--- config.mk ---
export PLATFORM = sky130hd
export DESIGN_NAME = mvm_uart_frame_ctrl
export DESIGN_NICKNAME = d
export VERILOG_FILES = /design/src/rtl/mvm_uart_frame_ctrl.sv
export SDC_FILE = /design/constraint.sdc
export NUM_CORES = 2
export LEC_CHECK = 0
export ABC_AREA = 1
export BUFFER_PORTS_ARGS = -buffer_cell sky130_fd_sc_hd__buf_4
export CAP_MARGIN = 20
export CORE_AREA = 2 2 296 298
export CTS_CLUSTER_DIAMETER = 120
export DETAILED_ROUTE_END_ITERATION = 10
export DIE_AREA = 0 0 298 300
export PLACE_DENSITY = 0.64
export SLEW_MARGIN = 20
export SYNTH_ARGS = -nofsm -noshare
export SYNTH_HDL_FRONTEND = slang
export SYNTH_SLANG_ARGS = --single-unit
--- constraint.sdc ---
create_clock -name clk -period 21.1 [get_ports clk]
set_clock_uncertainty 0.15 [all_clocks]
set_input_delay 4.22 -clock clk [delete_from_list [all_inputs] [get_ports clk]]
set_output_delay 4.22 -clock clk [all_outputs]
set_load 0.01 [all_outputs]
--- src/rtl/mvm_uart_frame_ctrl.sv ---
`timescale 1ns/1ps
// Opcode-framed UART byte controller for the axis_matvec_mul core: resident K, X load, re-run, framed results.
// Optional build macro MVM_UART_SAT_EN: saturate narrowed results and flag it with header 0x5B.
module mvm_uart_frame_ctrl #(
    parameter int R              = 8,
    parameter int C              = 8,
    parameter int W_X            = 8,
    parameter int W_K            = 8,
    parameter int W_Y_OUT        = 32,
    parameter int TIMEOUT_CYCLES = 1_000_000
) (
    input  logic                           clk,
    input  logic                           rstn,
    input  logic                           s_byte_valid,
    input  logic [7:0]                     s_byte_data,
    output logic                           s_byte_ready,
    output logic                           m_kx_valid,
    input  logic                           m_kx_ready,
    output logic [R*C*W_K+C*W_X-1:0]       m_kx_data,
    input  logic                           s_y_valid,
    output logic                           s_y_ready,
    input  logic [R*(W_X+W_K+$clog2(C))-1:0] s_y_data,
    output logic                           m_byte_valid,
    output logic [7:0]                     m_byte_data,
    input  logic                           m_byte_ready,
    output logic                           o_busy,
    output logic                           o_err
);
    localparam int W_Y    = W_X + W_K + $clog2(C);
    localparam int NB_K   = R * C * W_K / 8;
    localparam int NB_X   = C * W_X / 8;
    localparam int NB_Y   = R * W_Y_OUT / 8;
    localparam int NB_KX  = (NB_K > NB_X) ? NB_K : NB_X;
    localparam int NB_MAX = (NB_KX > NB_Y) ? NB_KX : NB_Y;
    localparam int CNT_W  = $clog2(NB_MAX + 1);
    localparam int TMO_W  = $clog2(TIMEOUT_CYCLES + 1);

    localparam logic [7:0] OP_K   = 8'hA1;
    localparam logic [7:0] OP_X   = 8'hA2;
    localparam logic [7:0] OP_RUN = 8'hA3;
    localparam logic [7:0] HDR    = 8'h5A;
`ifdef MVM_UART_SAT_EN
    localparam logic [7:0] HDR_SAT = 8'h5B;

    function automatic logic f_is_sat(input logic signed [W_Y-1:0] v);
        logic signed [W_Y-1:0] sh;
        sh = v >>> (W_Y_OUT - 1);
        return (W_Y_OUT < W_Y) && (sh != '0) && (sh != '1);
    endfunction

    function automatic logic [W_Y_OUT-1:0] f_conv(input logic signed [W_Y-1:0] v);
        if (f_is_sat(v))
            return v[W_Y-1] ? {1'b1, {(W_Y_OUT-1){1'b0}}} : {1'b0, {(W_Y_OUT-1){1'b1}}};
        return W_Y_OUT'(v);
    endfunction
`else
    // Signed size cast sign-extends when widening and keeps the low bits when narrowing.
    function automatic logic [W_Y_OUT-1:0] f_conv(input logic signed [W_Y-1:0] v);
        return W_Y_OUT'(v);
    endfunction
`endif

    typedef enum logic [2:0] {
        S_IDLE, S_RX_K, S_RX_X, S_ISSUE, S_WAIT_Y, S_TX_HDR, S_TX_DATA
    } state_t;

    state_t               r_state, w_next;
    logic [R*C*W_K-1:0]   r_k;
    logic [C*W_X-1:0]     r_x;
    logic [R*W_Y_OUT-1:0] r_y;
    logic [CNT_W-1:0]     r_cnt;
    logic [TMO_W-1:0]     r_tmo;
    logic                 r_err;
    logic                 w_byte_acc;
    logic                 w_op_ok;
    logic                 w_tmo_hit;
    logic [R*W_Y_OUT-1:0] w_y_conv;
`ifdef MVM_UART_SAT_EN
    logic                 r_sat;
    logic [R-1:0]         w_sat_el;
`endif

    for (genvar g = 0; g < R; g++) begin : g_conv
        assign w_y_conv[g*W_Y_OUT +: W_Y_OUT] = f_conv(s_y_data[g*W_Y +: W_Y]);
`ifdef MVM_UART_SAT_EN
        assign w_sat_el[g] = f_is_sat(s_y_data[g*W_Y +: W_Y]);
`endif
    end

    assign w_byte_acc = s_byte_valid && s_byte_ready;
    assign w_op_ok    = (s_byte_data == OP_K) || (s_byte_data == OP_X) || (s_byte_data == OP_RUN);
    assign w_tmo_hit  = (r_tmo == TMO_W'(TIMEOUT_CYCLES - 1));
    assign m_kx_data  = {r_x, r_k};
    assign o_busy     = (r_state != S_IDLE);
    assign o_err      = r_err;

    always_ff @(posedge clk) begin
        if (!rstn) r_state <= S_IDLE;
        else       r_state <= w_next;
    end

    always_comb begin
        w_next       = r_state;
        s_byte_ready = 1'b0;
        m_kx_valid   = 1'b0;
        s_y_ready    = 1'b0;
        m_byte_valid = 1'b0;
        m_byte_data  = 8'h00;
        case (r_state)
            S_IDLE: begin
                s_byte_ready = 1'b1;
                if (s_byte_valid) begin
                    case (s_byte_data)
                        OP_K:    w_next = S_RX_K;
                        OP_X:    w_next = S_RX_X;
                        OP_RUN:  w_next = S_ISSUE;
                        default: w_next = S_IDLE;
                    endcase
                end
            end
            S_RX_K: begin
                s_byte_ready = 1'b1;
                if (s_byte_valid) begin
                    if (r_cnt == CNT_W'(NB_K - 1)) w_next = S_IDLE;
                end else if (w_tmo_hit) begin
                    w_next = S_IDLE;
                end
            end
            S_RX_X: begin
                s_byte_ready = 1'b1;
                if (s_byte_valid) begin
                    if (r_cnt == CNT_W'(NB_X - 1)) w_next = S_ISSUE;
                end else if (w_tmo_hit) begin
                    w_next = S_IDLE;
                end
            end
            S_ISSUE: begin
                m_kx_valid = 1'b1;
                if (m_kx_ready) w_next = S_WAIT_Y;
            end
            S_WAIT_Y: begin
                s_y_ready = 1'b1;
                if (s_y_valid) w_next = S_TX_HDR;
            end
            S_TX_HDR: begin
                m_byte_valid = 1'b1;
`ifdef MVM_UART_SAT_EN
                m_byte_data  = r_sat ? HDR_SAT : HDR;
`else
                m_byte_data  = HDR;
`endif
                if (m_byte_ready) w_next = S_TX_DATA;
            end
            S_TX_DATA: begin
                m_byte_valid = 1'b1;
                m_byte_data  = r_y[{r_cnt, 3'b000} +: 8];
                if (m_byte_ready && (r_cnt == CNT_W'(NB_Y - 1))) w_next = S_IDLE;
            end
            default: w_next = S_IDLE;
        endcase
        // Nothing is accepted while reset is held, even though the state reads IDLE.
        if (!rstn) s_byte_ready = 1'b0;
    end

    always_ff @(posedge clk) begin
        if (!rstn) begin
            r_k   <= '0;
            r_x   <= '0;
            r_cnt <= '0;
            r_tmo <= '0;
            r_err <= 1'b0;
        end else begin
            case (r_state)
                S_IDLE: begin
                    if (w_byte_acc) begin
                        r_cnt <= '0;
                        r_tmo <= '0;
                        r_err <= !w_op_ok;
                    end
                end
                S_RX_K, S_RX_X: begin
                    if (w_byte_acc) begin
                        if (r_state == S_RX_K) r_k[{r_cnt, 3'b000} +: 8] <= s_byte_data;
                        else                   r_x[{r_cnt, 3'b000} +: 8] <= s_byte_data;
                        r_cnt <= r_cnt + 1'b1;
                        r_tmo <= '0;
                    end else if (w_tmo_hit) begin
                        r_tmo <= '0;
                        r_err <= 1'b1;
                    end else begin
                        r_tmo <= r_tmo + 1'b1;
                    end
                end
                S_WAIT_Y: begin
                    if (s_y_valid) r_cnt <= '0;
                end
                S_TX_DATA: begin
                    if (m_byte_ready) r_cnt <= r_cnt + 1'b1;
                end
                default: ;
            endcase
        end
    end

    // Result capture holds no control state, so it carries no reset.
    always_ff @(posedge clk) begin
        if (r_state == S_WAIT_Y && s_y_valid) begin
            r_y   <= w_y_conv;
`ifdef MVM_UART_SAT_EN
            r_sat <= |w_sat_el;
`endif
        end
    end
endmodule

# Word level (Yosys, flattened, before mapping)
# Index checks and enable logic that the tools add are counted.
[totals]
input_bits = 166
reg_bits = 850
output_inout_bits = 590
wordCells = 93
[classes]
muxes = 33
n_bitwise = 1
n_reduce_logical = 19
n_addsub = 3
n_eq_ne = 25
n_shift = 5
[op_table]
columns = ["cell", "count"]
rows = [
  ["bitwise mux 512 bit", 1],
  ["variable shift 8 x 12 -> 512 bit (first input constant)", 1],
  ["variable part select 8 x 12 -> 512 bit", 1],
  ["variable part select 256 x 11 -> 8 bit", 1],
  ["bitwise mux 64 bit", 1],
  ["variable shift 8 x 12 -> 64 bit (first input constant)", 1],
  ["variable part select 8 x 12 -> 64 bit", 1],
  ["two-way mux 20 bit", 3],
  ["one-hot mux 20 bit (2 select lines)", 1],
  ["two-way mux 3 bit", 10],
  ["two-way mux 7 bit", 4],
  ["one-hot mux 7 bit (4 select lines)", 1],
  ["== test 8 bit (second input constant)", 3],
  ["one-hot mux 3 bit (7 select lines)", 1],
  ["adder 20 x 1 -> 20 bit (second input constant)", 1],
  ["== test 20 bit (second input constant)", 1],
  ["inequality test 2 bit (second input constant)", 10],
  ["one-hot mux 8 bit (2 select lines)", 1],
  ["negator 10 -> 12 bit", 1],
  ["== test 3 bit (second input constant)", 3],
  ["two-way mux 1 bit", 8],
  ["adder 7 x 1 -> 7 bit (second input constant)", 1],
  ["== test 7 x 3 -> 1 bit (second input constant)", 1],
  ["== test 7 x 5 -> 1 bit (second input constant)", 1],
  ["21 further kinds", 28],
]

# Logic depth before layout (Yosys ltp)
[logic_depth]
word_depth = 7
mapped_depth = 18
ltp_nobuf = 14

# Worst setup path after synthesis
# No wires, ideal clock.
[synth_timing]
path_type = "input port to flip-flop"
start = "input port s_y_valid"
end = "register r_y[0], enable pin"
t_arrival_ps = 10530
slack_ps = 9755
path_stages = 2
required_ps = 20285
cell_sequence = "inv_1 nor2_1"
[synth_between]
elab_chain_cells = 1
[synth_rtl]
columns = ["element", "line", "source"]
rows = [
  ["start, declared", "20", "input logic s_y_valid,"],
  ["logical AND 1 bit", "207", "if (r_state == S_WAIT_Y && s_y_valid) begin"],
  ["end signal, assigned", "208", "r_y <= w_y_conv;"],
  ["end, declared", "70", "logic [R*W_Y_OUT-1:0] r_y;"],
]
# Every way passes these cells.
# A chain may end at the register's enable or synchronous reset.

# Worst setup path in the final report
[layout_timing]
start = "input port rstn"
end = "output port s_byte_ready"
[layout_between]
elab_chain_cells = 1
[layout_rtl]
columns = ["element", "line", "source"]
rows = [
  ["start, declared", "13", "input logic rstn,"],
  ["two-way mux 1 bit", "162", "if (!rstn) s_byte_ready = 1'b0;"],
  ["end, declared", "16", "output logic s_byte_ready,"],
]
# Every way passes these cells.

==> impl_metrics.json <==
{
  "worst_r2r_start": "r_cnt[0]",
  "worstPathArrival_ps": 5770,
  "global_route.peak_usage_layer": "met2",
  "crit_path_top_delay_cell": "buf_4",
  "timing.max_slew.rel_slack_pct": 23.4,
  "crit_path_cell_trace": "buf_8 -> inv_2 -> buf_4 -> nor2_1 -> buf_4",
  "start_util_pct": 36.0,
  "min_period_over_period_pct": 48.1,
  "worst-path-buf-inv": 4,
  "placement.setup.worst_slack_ps": 11010,
  "post_synth_most_frequent_cells": "nor2_1 (990), dfxtp_1 (607), nand2_1 (602), o21ai_0 (526), a21oi_1 (359)",
  "regArea_sq_um": 16700,
  "final.setup.tns_ps": 0,
  "grt_use_total_pct": 27.4,
  "detail-route-antenna-nets": 0,
  "fmaxAchievable_mhz": 98.6,
  "hold-path-endpoint": "r_k[7]",
  "first_iter_violations": 2575,
  "total_switching_power_uw": 766,
  "die_h_um": 300,
  "cp_data_required_time_ps": 16730,
  "design.core.area_sq_um": 86200,
  "worst_r2r_dst": "r_k[337]",
  "final_critical_path_setup_slack_ps": 10960,
  "cpMostUsedCell": "buf_4",
  "min-delay-path-class": "reg2reg",
  "synthesis.instances": 3978,
  "gp_congestion": 0.895,
  "dieArea_sq_um": 89400,
  "cts.sinks": 759,
  "path_type_of_the_worst_setup_path": "in2out",
  "synthesis.area_per_instance_sq_um": 7.79,
  "rows": 108,
  "cellLeakagePower_uw": 0.0168,
  "yosysUniqueCellTypes": 44,
  "worstHoldPathCells": 2,
  "cts_hold_buf": 0,
  "timing.final.setup_violations": 0,
  "die_width_um": 298,
  "route.vias.total": 30100,
  "crit_path_end_kind": "primary output",
  "synth-seq-area-share_pct": 53.9,
  "filler_cell_count": 8678,
  "cts_tree": "built",
  "worst_r2r_path_depth": 14,
  "boundaryPins": 756,
  "cts-htree-levels": 3,
  "synth_nets": 4147,
  "antenna_found_initial": 3,
  "share_of_post_route_cells_with_drive_strength_above_1_pct": 22.1,
  "synth-async-reset-ratio_pct": 0,
  "grtUsageMet2_pct": 45.6,
  "gr-total-overflow": 0,
  "tightest_slew_ps": 1140,
  "post_cts_resized": 0,
  "timing.critical_path.max_delay_family": "buffers and inverters",
  "sw_frac_of_total_pct": 23.9,
  "unrepaired_setup_endpoints_after_global_routing": "false",
  "pwr-share-seq_pct": 46.2,
  "worst-path-max-fanout": 93,
  "layout.nets": 4815,
  "path_clk_slew_ps": 60,
  "clk-insertion-delay-late_ps": 650,
  "final-instance-count-excl-fill": 5873,
  "worstHoldStart": "r_k[7]",
  "post-route-min-period_ps": 10140,
  "flops_latches_synth": 759,
  "first_global_vias": 27800,
  "powerDensity_nw_per_um2": 79.2,
  "share_comb_of_total_power_pct": 5.5,
  "drc": 0,
  "multi_input_area_sq_um": 12800,
  "cts_setup_buffers": 0,
  "global_route.usage.met3_pct": 7.03,
  "place.port_buffers": 755,
  "final_max_slew_viol_count": 0,
  "internal_power_uw": 2440,
  "critical_path.startpoint_type": "input pin",
  "irDropWorstVdd_v": 0.0000587,
  "fin_hold_ws_ps": 312,
  "design_area_sq_um": 40500,
  "post_synth_edffs": 152,
  "drtPass1Iterations": 6,
  "timing.critical_path.slowest_cell_delay_ps": 680,
  "synth-main-ff-cell": "dfxtp_1",
  "setup.reg_to_reg.worst_slack_ps": 15950,
  "most_instantiated_library_cell_after_synthesis": "nor2_1",
  "maxCapViolCount": 0,
  "synthDominantCellAreaShare_pct": 39.2,
  "largest_net_degree_at_the_start_of_global_routing": 110,
  "area_delta_synth_final_pct": 30.5,
  "detail_route.wl_per_cell_um": 21.8,
  "dp_cells": 5713,
  "syn_area_sq_um": 31000,
  "final_hold_viol_count": 0,
  "cts_root_buf": "clkbuf_16",
  "p_clk_share_pct": 48.4,
  "netlist.top_cell.by_area": "dfxtp_1",
  "route.detailed.vias_per_inst": 5.12,
  "cts_inserted_buffers": 85,
  "detailed_place_hpwl_um": 95000,
  "status": "complete, no violations",
  "grt_util_met1_pct": 33.5,
  "yosys_warnings": 0,
  "drt-total-wl_um": 128000,
  "grt_first_pass_wirelength_um": 183000,
  "clock_path_buffers": 3,
  "netlist_top_cells_area": "dfxtp_1 (39%), edfxtp_1 (15%), nor2_1 (12%)",
  "placedInstanceArea_sq_um": 37500
}
[through the flow]
step / total power [uW] / utilization [%]
2_1_floorplan: 1610 / -
3_3_place_gp: 1690 / 43.5
3_5_place_dp: 1690 / 43.5
4_1_cts: 3230 / 46.9
5_1_grt: 3300 / 46.9
6_report: 3210 / 46.9
[layout by cell type, fill, tap and decap left out, types with 11 or more instances in the layout]
cell / Yosys / layout
nand3_1: 66 / 66
clkbuf_8: 0 / 16
nand2_2: 12 / 11
nor4_1: 27 / 27
nor2_4: 15 / 16
nor3_2: 7 / 13
inv_1: 133 / 131
nand2_1: 602 / 602
a21oi_1: 359 / 359
buf_4: 17 / 791
nand4_1: 29 / 29
nor3_1: 88 / 82
clkinv_2: 0 / 12
clkbuf_1: 120 / 19
inv_2: 32 / 34
clkbuf_16: 0 / 86
o21ai_1: 29 / 29
edfxtp_1: 152 / 152
a211oi_1: 17 / 17
nor2_1: 990 / 989
o21ai_0: 526 / 526
dfxtp_1: 607 / 606
nor2_2: 19 / 19
[final cells by class]
class / count / share of cell area (%)
clock buffers: 122 / 6.05
clock inverters: 34 / 1.19
well taps: 1155 / 3.57
multi-input cells: 2837 / 31.5
diodes: 3 / 0.0185
flip-flops and latches: 759 / 41.3
repair buffers: 793 / 14.7
inverters: 170 / 1.59
[routing by layer]
metal / up-vias / wire length, um
met5: - / 0
met4: 0 / 5290
met3: 223 / 11300
met2: 1300 / 60400
met1: 14000 / 50800
li1: 14600 / -
[kinds of logic after synthesis]
kind of cell               share of synthesized area (%)
AOI/OAI and AO/OA                                   15.6
DFF                                                 53.9
xor gates and xnor gates                           0.141
buffers and inverters                               5.06
adders and majority gates                          0.121
and+or+nand+nor                                     25.2
[worst register-to-register path, delay by kind of cell (launching register included)]
kind | cells | cell delay (ps)
buffers and inverters | 4 | 1840
and+or+nand+nor | 9 | 2190
adders and majority gates | 1 | 380
DFF | 1 | 490
[how the worst max path moves through the flow]
stage,from,to,slack [ps],depth (start not counted)
floorplan,s_y_valid,r_y[0],9750,2
global placement,rstn,s_byte_ready,11020,5
detailed placement,rstn,s_byte_ready,11010,5
CTS,rstn,s_byte_ready,11010,5
global route,rstn,s_byte_ready,10910,5
finish,rstn,s_byte_ready,10960,5
[power groups by stage]
stage	logic (uW)	clock network, uW	registers (uW)
after floorplan	97.9	0	1510
after global placement	175	0	1510
after detailed placement	175	0	1510
after CTS	176	1570	1480
after global routing	192	1630	1480
final	175	1550	1480
[flip-flops by register name (all words and copies together), names as in the netlist]
| signal | cells |
|---|---|
| r_k | 512 |
| r_y | 152 |
| r_x | 64 |
| r_tmo | 20 |
| r_cnt | 7 |
| r_state | 3 |
| o_err | 1 |
(Power assumes the default switching activity.)
